===== src/rtl/seq_chunk_adder_pkg.sv =====
// seq_chunk_adder_pkg: shared state encoding, default sizes and counter-width helper.
package seq_chunk_adder_pkg;
  typedef enum logic [1:0] {IDLE, RUN, DONE} state_e;
  localparam int DEF_WIDTH = 32;
  localparam int DEF_CHUNK = 8;
  function automatic int cnt_w(input int n);
    return (n <= 1) ? 1 : $clog2(n);
  endfunction
endpackage


===== src/rtl/seq_chunk_adder_rca_chunk.sv =====
// rca_chunk: combinational ripple-carry adder built from full adders; also exposes the carry into its MSB.
module rca_chunk #(
  parameter int W = 8
) (
  input  logic [W-1:0] a_i,
  input  logic [W-1:0] b_i,
  input  logic         c_i,
  output logic [W-1:0] s_o,
  output logic         c_o,
  output logic         c_msb_o
);
  logic [W:0] c;
  assign c[0] = c_i;
  for (genvar i = 0; i < W; i++) begin : g_fa
    assign s_o[i]   = a_i[i] ^ b_i[i] ^ c[i];
    assign c[i+1]   = (a_i[i] & b_i[i]) | (c[i] & (a_i[i] ^ b_i[i]));
  end
  assign c_o     = c[W];
  assign c_msb_o = c[W-1];
endmodule


===== src/rtl/seq_chunk_adder.sv =====
// seq_chunk_adder: multi-cycle add/sub that pushes CHUNK bits per cycle through one ripple chain,
// keeping the inter-chunk carry in a register; valid/ready on both sides.
module seq_chunk_adder
  import seq_chunk_adder_pkg::*;
#(
  parameter int WIDTH = DEF_WIDTH,
  parameter int CHUNK = DEF_CHUNK
) (
  input  logic             clk,
  input  logic             rst_n,
  input  logic             in_valid,
  output logic             in_ready,
  input  logic [WIDTH-1:0] a,
  input  logic [WIDTH-1:0] b,
  input  logic             c_in,
  input  logic             sub,
  output logic             out_valid,
  input  logic             out_ready,
  output logic [WIDTH-1:0] s,
  output logic             c_out,
  output logic             ovf,
  output logic             zero
);
  localparam int NCHUNK = WIDTH / CHUNK;
  localparam int CW     = cnt_w(NCHUNK);
  if (CHUNK < 1 || CHUNK > WIDTH || WIDTH % CHUNK != 0) begin : g_bad_cfg
    $error("seq_chunk_adder: WIDTH must be a positive multiple of CHUNK");
  end
  state_e           state_q, state_d;
  logic [WIDTH-1:0] a_q, a_d, b_q, b_d, s_q, s_d;
  logic             carry_q, carry_d, c_out_q, c_out_d, ovf_q, ovf_d;
  logic [CW-1:0]    cnt_q, cnt_d;
  logic [31:0]      off;
  logic [CHUNK-1:0] sum;
  logic             cy, cy_msb;
  assign off = {{(32-CW){1'b0}}, cnt_q} * CHUNK;
  rca_chunk #(.W(CHUNK)) u_rca (
    .a_i    (a_q[off +: CHUNK]),
    .b_i    (b_q[off +: CHUNK]),
    .c_i    (carry_q),
    .s_o    (sum),
    .c_o    (cy),
    .c_msb_o(cy_msb)
  );
  // b is stored pre-inverted for subtraction so RUN is a plain add
  always_comb begin
    state_d = state_q;
    a_d     = a_q;
    b_d     = b_q;
    s_d     = s_q;
    carry_d = carry_q;
    cnt_d   = cnt_q;
    c_out_d = c_out_q;
    ovf_d   = ovf_q;
    if (state_q == IDLE) begin
      if (in_valid) begin
        a_d     = a;
        b_d     = sub ? ~b : b;
        carry_d = sub ? 1'b1 : c_in;
        cnt_d   = '0;
        s_d     = '0;
        state_d = RUN;
      end
    end else if (state_q == RUN) begin
      s_d[off +: CHUNK] = sum;
      carry_d           = cy;
      cnt_d             = cnt_q + 1'b1;
      if (cnt_q == CW'(NCHUNK - 1)) begin
        c_out_d = cy;
        ovf_d   = cy_msb ^ cy;
        state_d = DONE;
      end
    end else if (out_ready) begin
      state_d = IDLE;
    end
  end
  always_ff @(posedge clk or negedge rst_n) begin
    if (!rst_n) begin
      state_q <= IDLE;
      a_q     <= '0;
      b_q     <= '0;
      s_q     <= '0;
      carry_q <= 1'b0;
      cnt_q   <= '0;
      c_out_q <= 1'b0;
      ovf_q   <= 1'b0;
    end else begin
      state_q <= state_d;
      a_q     <= a_d;
      b_q     <= b_d;
      s_q     <= s_d;
      carry_q <= carry_d;
      cnt_q   <= cnt_d;
      c_out_q <= c_out_d;
      ovf_q   <= ovf_d;
    end
  end
  assign in_ready  = state_q == IDLE;
  assign out_valid = state_q == DONE;
  assign s         = s_q;
  assign c_out     = c_out_q;
  assign ovf       = ovf_q;
  assign zero      = out_valid && (s_q == '0);
endmodule


===== config.mk =====
export PLATFORM = sky130hd
export DESIGN_NAME = seq_chunk_adder
export DESIGN_NICKNAME = d
export VERILOG_FILES = /design/src/rtl/seq_chunk_adder_pkg.sv /design/src/rtl/seq_chunk_adder_rca_chunk.sv /design/src/rtl/seq_chunk_adder.sv
export SDC_FILE = /design/constraint.sdc
export NUM_CORES = 1
export LEC_CHECK = 0
export BUFFER_PORTS_ARGS = -buffer_cell sky130_fd_sc_hd__buf_2
export CAP_MARGIN = 5
export CORE_MARGIN = 8
export CORE_UTILIZATION = 50
export DETAILED_ROUTE_END_ITERATION = 10
export GPL_ROUTABILITY_DRIVEN = 0
export GPL_TIMING_DRIVEN = 0
export PLACE_DENSITY = 0.74
export SLEW_MARGIN = 10
export SYNTH_ARGS = -nofsm -noshare
export SYNTH_HDL_FRONTEND = slang
export SYNTH_SLANG_ARGS = --single-unit

===== constraint.sdc =====
create_clock -name clk -period 13.1 [get_ports clk]
set_input_delay 1.31 -clock clk [delete_from_list [all_inputs] [get_ports clk]]
set_output_delay 1.31 -clock clk [all_outputs]
set_load 0.01 [all_outputs]

# Yosys cells after proc, flatten, opt, wreduce, memory -nomap -nowiden
# Index checks and enable logic that the tools add are counted.
dict set report totals {
  wordCells 88
  ff_bits 103
  output_inout_bits 37
  in_bits 70
}
dict set report op_classes {
  eq_ne 5
  n_bitwise 43
  mux 17
  n_addsub 2
  shift 4
  n_reduce_logical 9
}
# op count
set op_table {}
lappend op_table {{$mux W32} 4}
lappend op_table {{$shiftx A32 B6 Y8} 2}
lappend op_table {{$neg A5 Y34} 1}
lappend op_table {{$shift A8 B34 Y32 const A} 1}
lappend op_table {{$shiftx A8 B34 Y32} 1}
lappend op_table {{$bwmux W32} 1}
lappend op_table {{$logic_not A32 Y1} 1}
lappend op_table {{$not A32 Y32} 1}
lappend op_table {{$xor A1 B1 Y1} 17}
lappend op_table {{$and A1 B1 Y1} 16}
lappend op_table {{$mux W2} 8}
lappend op_table {{$or A1 B1 Y1} 8}
lappend op_table {{$reduce_and A3 Y1} 2}
lappend op_table {{$eq A2 B2 Y1 const B} 2}
lappend op_table {{$mux W1} 4}
lappend op_table {{$reduce_and A2 Y1} 2}
lappend op_table {{$ne A3 B2 Y1 const B} 1}
lappend op_table {{$reduce_bool A3 Y1} 1}
lappend op_table {{$add A2 B1 Y2 const B} 1}
lappend op_table {{$eq A2 B1 Y1 const B} 1}
lappend op_table {{$logic_not A2 Y1} 1}
lappend op_table {{$ne A2 B2 Y1 const B} 1}
lappend op_table {{$reduce_bool A2 Y1} 1}
lappend op_table {{$logic_and A1 B1 Y1} 1}
lappend op_table {{$not A1 Y1} 1}

# Logic depth before layout (Yosys ltp)
dict set report logic_depth {
  ltp_word 21
  ltp_mapped 18
  depth_no_buf 16
}

# Cells and area by module
# Synthesis repeated with hierarchy kept, for this count alone.
dict set report hier_totals {
  hier_cells 426
  hier_area_um2 5166.2
}
# module instances cells_per_inst seq_area_each_um2 area_per_inst_um2
set modules_own_cells {}
lappend modules_own_cells {seq_chunk_adder 1 408 2577.5 4968.5}
lappend modules_own_cells {rca_chunk 1 18 0.0 197.7}

# Worst setup path after synthesis
# Ideal clock, no wire load.
dict set report synth_path {
  path_type {register to register}
  startpoint {register cnt_q[1]}
  endpoint {register s_q[31], in the netlist s[31]}
  arrival_time_ps 4395
  required_time_ps 12979
  stages_incl_launch_ff 17
  setup_time_ps 121
  synth_period_minus_slack_ps 4516
  setup_slack_ps 8584
  path_buffers 2
  cell_sequence {dfrtp_1 buf_2 buf_1 mux4_2 inv_1 fa_1 fa_1 fa_1 fa_1 fa_1 inv_1 fa_1 inv_1 fa_1 inv_1 fa_1 a22o_1}
}
dict set report synth_via {
  elab_chain_cells 21
  word_cells_on_any_way 45
}
# item line
set synth_lines {}
lappend synth_lines {{start: declaration} seq_chunk_adder.sv:32} ;# logic [CW-1:0] cnt_q, cnt_d;
lappend synth_lines {{start signal: assignment} seq_chunk_adder.sv:93} ;# cnt_q <= cnt_d;
lappend synth_lines {{$shiftx A32 B6 Y8 (on tied branches)} {seq_chunk_adder.sv:38, seq_chunk_adder.sv:39}}
lappend synth_lines {{$xor A1 B1 Y1} {seq_chunk_adder_rca_chunk.sv:15, seq_chunk_adder_rca_chunk.sv:16}}
lappend synth_lines {{$and A1 B1 Y1} seq_chunk_adder_rca_chunk.sv:16} ;# assign c[i+1] = (a_i[i] & b_i[i]) | (c[i] & (a_i[i] ^ b_i[i]));
lappend synth_lines {{$or A1 B1 Y1} seq_chunk_adder_rca_chunk.sv:16}
lappend synth_lines {{$and A1 B1 Y1} seq_chunk_adder_rca_chunk.sv:16}
lappend synth_lines {{$or A1 B1 Y1} seq_chunk_adder_rca_chunk.sv:16}
lappend synth_lines {{$and A1 B1 Y1} seq_chunk_adder_rca_chunk.sv:16}
lappend synth_lines {{$or A1 B1 Y1} seq_chunk_adder_rca_chunk.sv:16}
lappend synth_lines {{[5 not listed]} n/a}
lappend synth_lines {{$or A1 B1 Y1} seq_chunk_adder_rca_chunk.sv:16}
lappend synth_lines {{$and A1 B1 Y1} seq_chunk_adder_rca_chunk.sv:16}
lappend synth_lines {{$or A1 B1 Y1} seq_chunk_adder_rca_chunk.sv:16}
lappend synth_lines {{$xor A1 B1 Y1} seq_chunk_adder_rca_chunk.sv:15} ;# assign s_o[i] = a_i[i] ^ b_i[i] ^ c[i];
lappend synth_lines {{$shiftx A8 B34 Y32} seq_chunk_adder.sv:65} ;# s_d[off +: CHUNK] = sum;
lappend synth_lines {{$bwmux W32 *} seq_chunk_adder.sv:65}
lappend synth_lines {{$mux W32 *} seq_chunk_adder.sv:64} ;# end else if (state_q == RUN) begin
lappend synth_lines {{$mux W32 *} seq_chunk_adder.sv:55} ;# if (state_q == IDLE) begin
lappend synth_lines {{end signal: assignment} seq_chunk_adder.sv:82} ;# s_q <= '0;
lappend synth_lines {{end signal: assignment} seq_chunk_adder.sv:91} ;# s_q <= s_d;
lappend synth_lines {{end: declaration} seq_chunk_adder.sv:30} ;# logic [WIDTH-1:0] a_q, a_d, b_q, b_d, s_q, s_d;
# Mark *: on every way between the ends. The rest lies on a longest branch, timed or not. The select of a mux whose other input is x is not followed.
# A chain may end at the register's enable or synchronous reset.

# Worst setup path after layout
dict set report layout_path {
  startpoint {register cnt_q[1]}
  endpoint {register s_q[7], in the netlist s[7]}
}
# Same word-level chain as after synthesis.

==> Implementation_results.wiki <==
{| class="wikitable"
! Metric !! Value
|-
| Count of synthesis-stage warnings from yosys || 0
|-
| Number of enable-type register cells in the synthesized netlist || 0
|-
| Ordered cell list for the critical path || buf_2 > buf_1 > mux4_2 > inv_1 > fa_1 > fa_1 > fa_1 > fa_1 > fa_1 > inv_1 > fa_1 > inv_1 > fa_1 > inv_1 > fa_1 > a22o_1
|-
| Total Routed Length || 11,600 um
|-
| Overall Power || 1690 uW
|-
| Count leader, synth || sky130_fd_sc_hd__dfrtp_1
|-
| Arrival @ worst endpoint || 5.33 ns
|-
| Final worst slack || 8.03 ns
|-
| CP max stage delay || 0.50 ns
|-
| Chip width || 115 um
|-
| Final TNS setup || 0 ns
|-
| CTS tree || built
|-
| Boundary Pins || 107
|-
| Actual transition at the worst max-transition pin || 0.735 ns
|-
| Critical path start-end classification || flop to flop
|-
| Leak pwr || 0.00270 uW
|-
| Top cells by count, synth || 103 x sky130_fd_sc_hd__dfrtp_1, 34 x sky130_fd_sc_hd__a21oi_1, 34 x sky130_fd_sc_hd__mux2_2, 34 x sky130_fd_sc_hd__nor2_1, 32 x sky130_fd_sc_hd__xnor2_1
|-
| Die height || 115 um
|-
| Number of global-route vias before repair || 3,727
|-
| Maximum number of pins on one net before global-route repair || 57
|-
| Count of nets left with antenna violations after detail routing || 0
|-
| Synthesized instance count || 388
|-
| Grt total ovfl || 0
|-
| Fraction of synthesis flops using an asynchronous set or reset pin || 1.00
|-
| Mean number of vias per cell || 5.41
|-
| Critical-path top delay cell || sky130_fd_sc_hd__buf_1
|-
| Clk pin slew, worst setup/hold paths || 0.10 ns
|-
| Syn_area_per_cell || 12.6 um^2
|-
| Cts hold-fix bufs || 0
|-
| Syn nets || 470
|-
| Number of buffers added for setup after CTS || 0
|-
| Mean routed wirelength per cell || 18.1 um
|-
| # H-tree levels || 3
|-
| Final period utilization || 0.387
|-
| Core Area || 9640 um^2
|-
| Total Die Area || 13,200 um^2
|-
| Number of diodes added for antenna fixing || 0
|-
| Max-capacitance violation count || 0
|-
| Primary flip-flop cell chosen by synthesis mapping || sky130_fd_sc_hd__dfrtp_1
|-
| First-pass GRT wire length || 18,800 um
|-
| Antenna violations before repair || 0
|-
| Worst max-slew margin expressed relative to the limit || 0.510
|-
| Critical path's most frequent cell || sky130_fd_sc_hd__fa_1
|-
| CTS sink cnt || 103
|-
| Setup repair after global routing missed its margin || no
|-
| Number of fill cells || 842
|-
| Global router's overall resource usage || 0.184
|-
| VDD IR-drop max || 0.000142 V
|-
| Area of the mapped netlist || 4910 um^2
|-
| Top area cells in the synthesized netlist || sky130_fd_sc_hd__dfrtp_1 53%, sky130_fd_sc_hd__mux2_2 7.8%, sky130_fd_sc_hd__mux4_2 7.3%
|-
| Final worst path period need || 5.07 ns
|-
| Post-route DRC violation count || 0
|-
| Clk Latency, worst-skew pair || 0.38 ns
|-
| Fmax || 197 MHz
|-
| Final-report max-slew violation count || 0
|-
| Final cell count without fillers || 643
|-
| Sequential area share after synthesis || 0.525
|-
| Clock tree skew after final layout || 0.0154 ns
|-
| Data required time of the worst path || 13.37 ns
|-
| Quantity of gates resized following cts || 0
|-
| Via total after detailed routing || 3,476
|-
| Placed cell count || 627
|-
| Synth top area share || 0.525
|-
| Max Buffers Root-to-Sink || 2
|-
| Final net count || 587
|-
| Detailed router's first-iteration violation count || 206
|-
| Post-detail-place hpwl || 8980 um
|-
| Dpl ws || 8.02 ns
|-
| Input/output buffers || 105
|-
| Category of the worst setup path launch point || flop
|-
| Number of buffers inserted during clock tree synthesis || 9
|-
| Placement Rows || 36
|-
| Ratio of cells with drive above 1 in the final layout || 0.384
|-
| Endpoint class of the critical path || flop
|-
| Max Fanout on Critical Path || 10
|-
| Number of distinct standard cells referenced by the synthesized netlist || 34
|-
| Setup violators final || 0
|-
| Initial core utilization || 0.509
|-
| Detailed Routing Iterations Pass 1 || 4
|-
| FF+latch count, synth || 103
|-
| Run status || completed
|-
| P&R area growth vs syn || 19.0%
|-
| Final hold violation count || 0
|-
| Root buf cell || sky130_fd_sc_hd__clkbuf_8
|-
| Power per cell area || 289 nW/um^2
|-
| Most area-hungry cell type in the Yosys netlist || sky130_fd_sc_hd__dfrtp_1
|-
| Tightest Hold Check Type || flop to flop
|}
-- per-stage QoR --
| step | instance area (um^2) | utilization | hold WS (ns) |
|---|---|---|---|
| after floorplan | 4910 | - | 0.475 |
| after global placement | 5600 | 0.581 | 0.485 |
| after detailed placement | 5630 | 0.584 | 0.491 |
| after CTS | 5840 | 0.606 | 0.516 |
| after global routing | 5840 | 0.606 | 0.530 |
| final | 5840 | 0.606 | 0.509 |
-- routing by layer --
layer / vias to the layer above / global-route usage / wire (um)
li1: 1599 / - / -
met1: 1749 / 0.236 / 5020
met2: 110 / 0.297 / 5690
met3: 18 / 0.0436 / 739
met4: 0 / 0.0683 / 199
met5: - / 0 / 0
-- report_power, final --
group | internal (uW) | switching [uW]
clock network | 96.2 | 114
registers | 467 | 94.2
logic | 408 | 509
total | 971 | 717
-- registers in the layout, summed over array words and instances (netlist names) --
register,cells
state_q,2
a_q,32
s,32
c_out,1
cnt_q,2
carry_q,1
ovf,1
b_q,32
-- worst max-delay path, delay by kind of cell, from the launching register on --
family | cells | cell delay (ns)
compound gates | 1 | 0.22
fa+ha+maj | 8 | 2.98
buf+inv | 6 | 1.06
flops | 1 | 0.39
mux | 1 | 0.32
-- logic make-up (layout without fill, tap and decap cells) --
kind of cell,count (synthesis),in the layout,share of synthesized area
flip-flops,103,103,0.525
AO/OA/AOI/OAI,78,78,0.110
AND/OR/NAND/NOR,64,64,0.0671
multiplexers,50,50,0.151
buffers and inverters,48,170,0.0444
XOR/XNOR,33,33,0.0589
adder cells (fa/ha/maj),12,12,0.0428
-- final cells by class --
type                            instances  area (um^2)  area share
Buffer                                 26          135      0.0231
Multi-Input combinational cell        237         2110       0.362
Inverter                               22         82.6      0.0141
Sequential cell                       103         2580       0.441
Clock inverter                          6         75.1      0.0129
Timing Repair Buffer                  106          556      0.0951
Tap cell                              133          166      0.0285
Clock buffer                           10          138      0.0236
-- cell usage in the layout, fill, tap and decap left out, types with 8 or more instances in the layout --
cell                          n
sky130_fd_sc_hd__inv_1       22
sky130_fd_sc_hd__xnor2_1     32
sky130_fd_sc_hd__a21oi_1     34
sky130_fd_sc_hd__mux2_2      34
sky130_fd_sc_hd__o2bb2ai_1   26
sky130_fd_sc_hd__nor4_1      10
sky130_fd_sc_hd__buf_2      119
sky130_fd_sc_hd__clkbuf_8    10
sky130_fd_sc_hd__nor2_1      34
sky130_fd_sc_hd__mux4_2      16
sky130_fd_sc_hd__fa_1         8
sky130_fd_sc_hd__dfrtp_1    103
-- path summary, 6_finish.rpt --
path,start,end,slack [ns],cells after the start
worst min register to register,c_out,c_out,0.51,1
worst max register to register,cnt_q[1],s[7],8.03,16
max in group asynchronous,rst_n,b_q[20],11.42,2
min in group asynchronous,rst_n,s[11],0.98,1
worst max-delay path,cnt_q[1],s[7],8.03,16
worst min-delay path,c_out,c_out,0.51,1
Note: power is estimated with default switching activity, not from simulation.
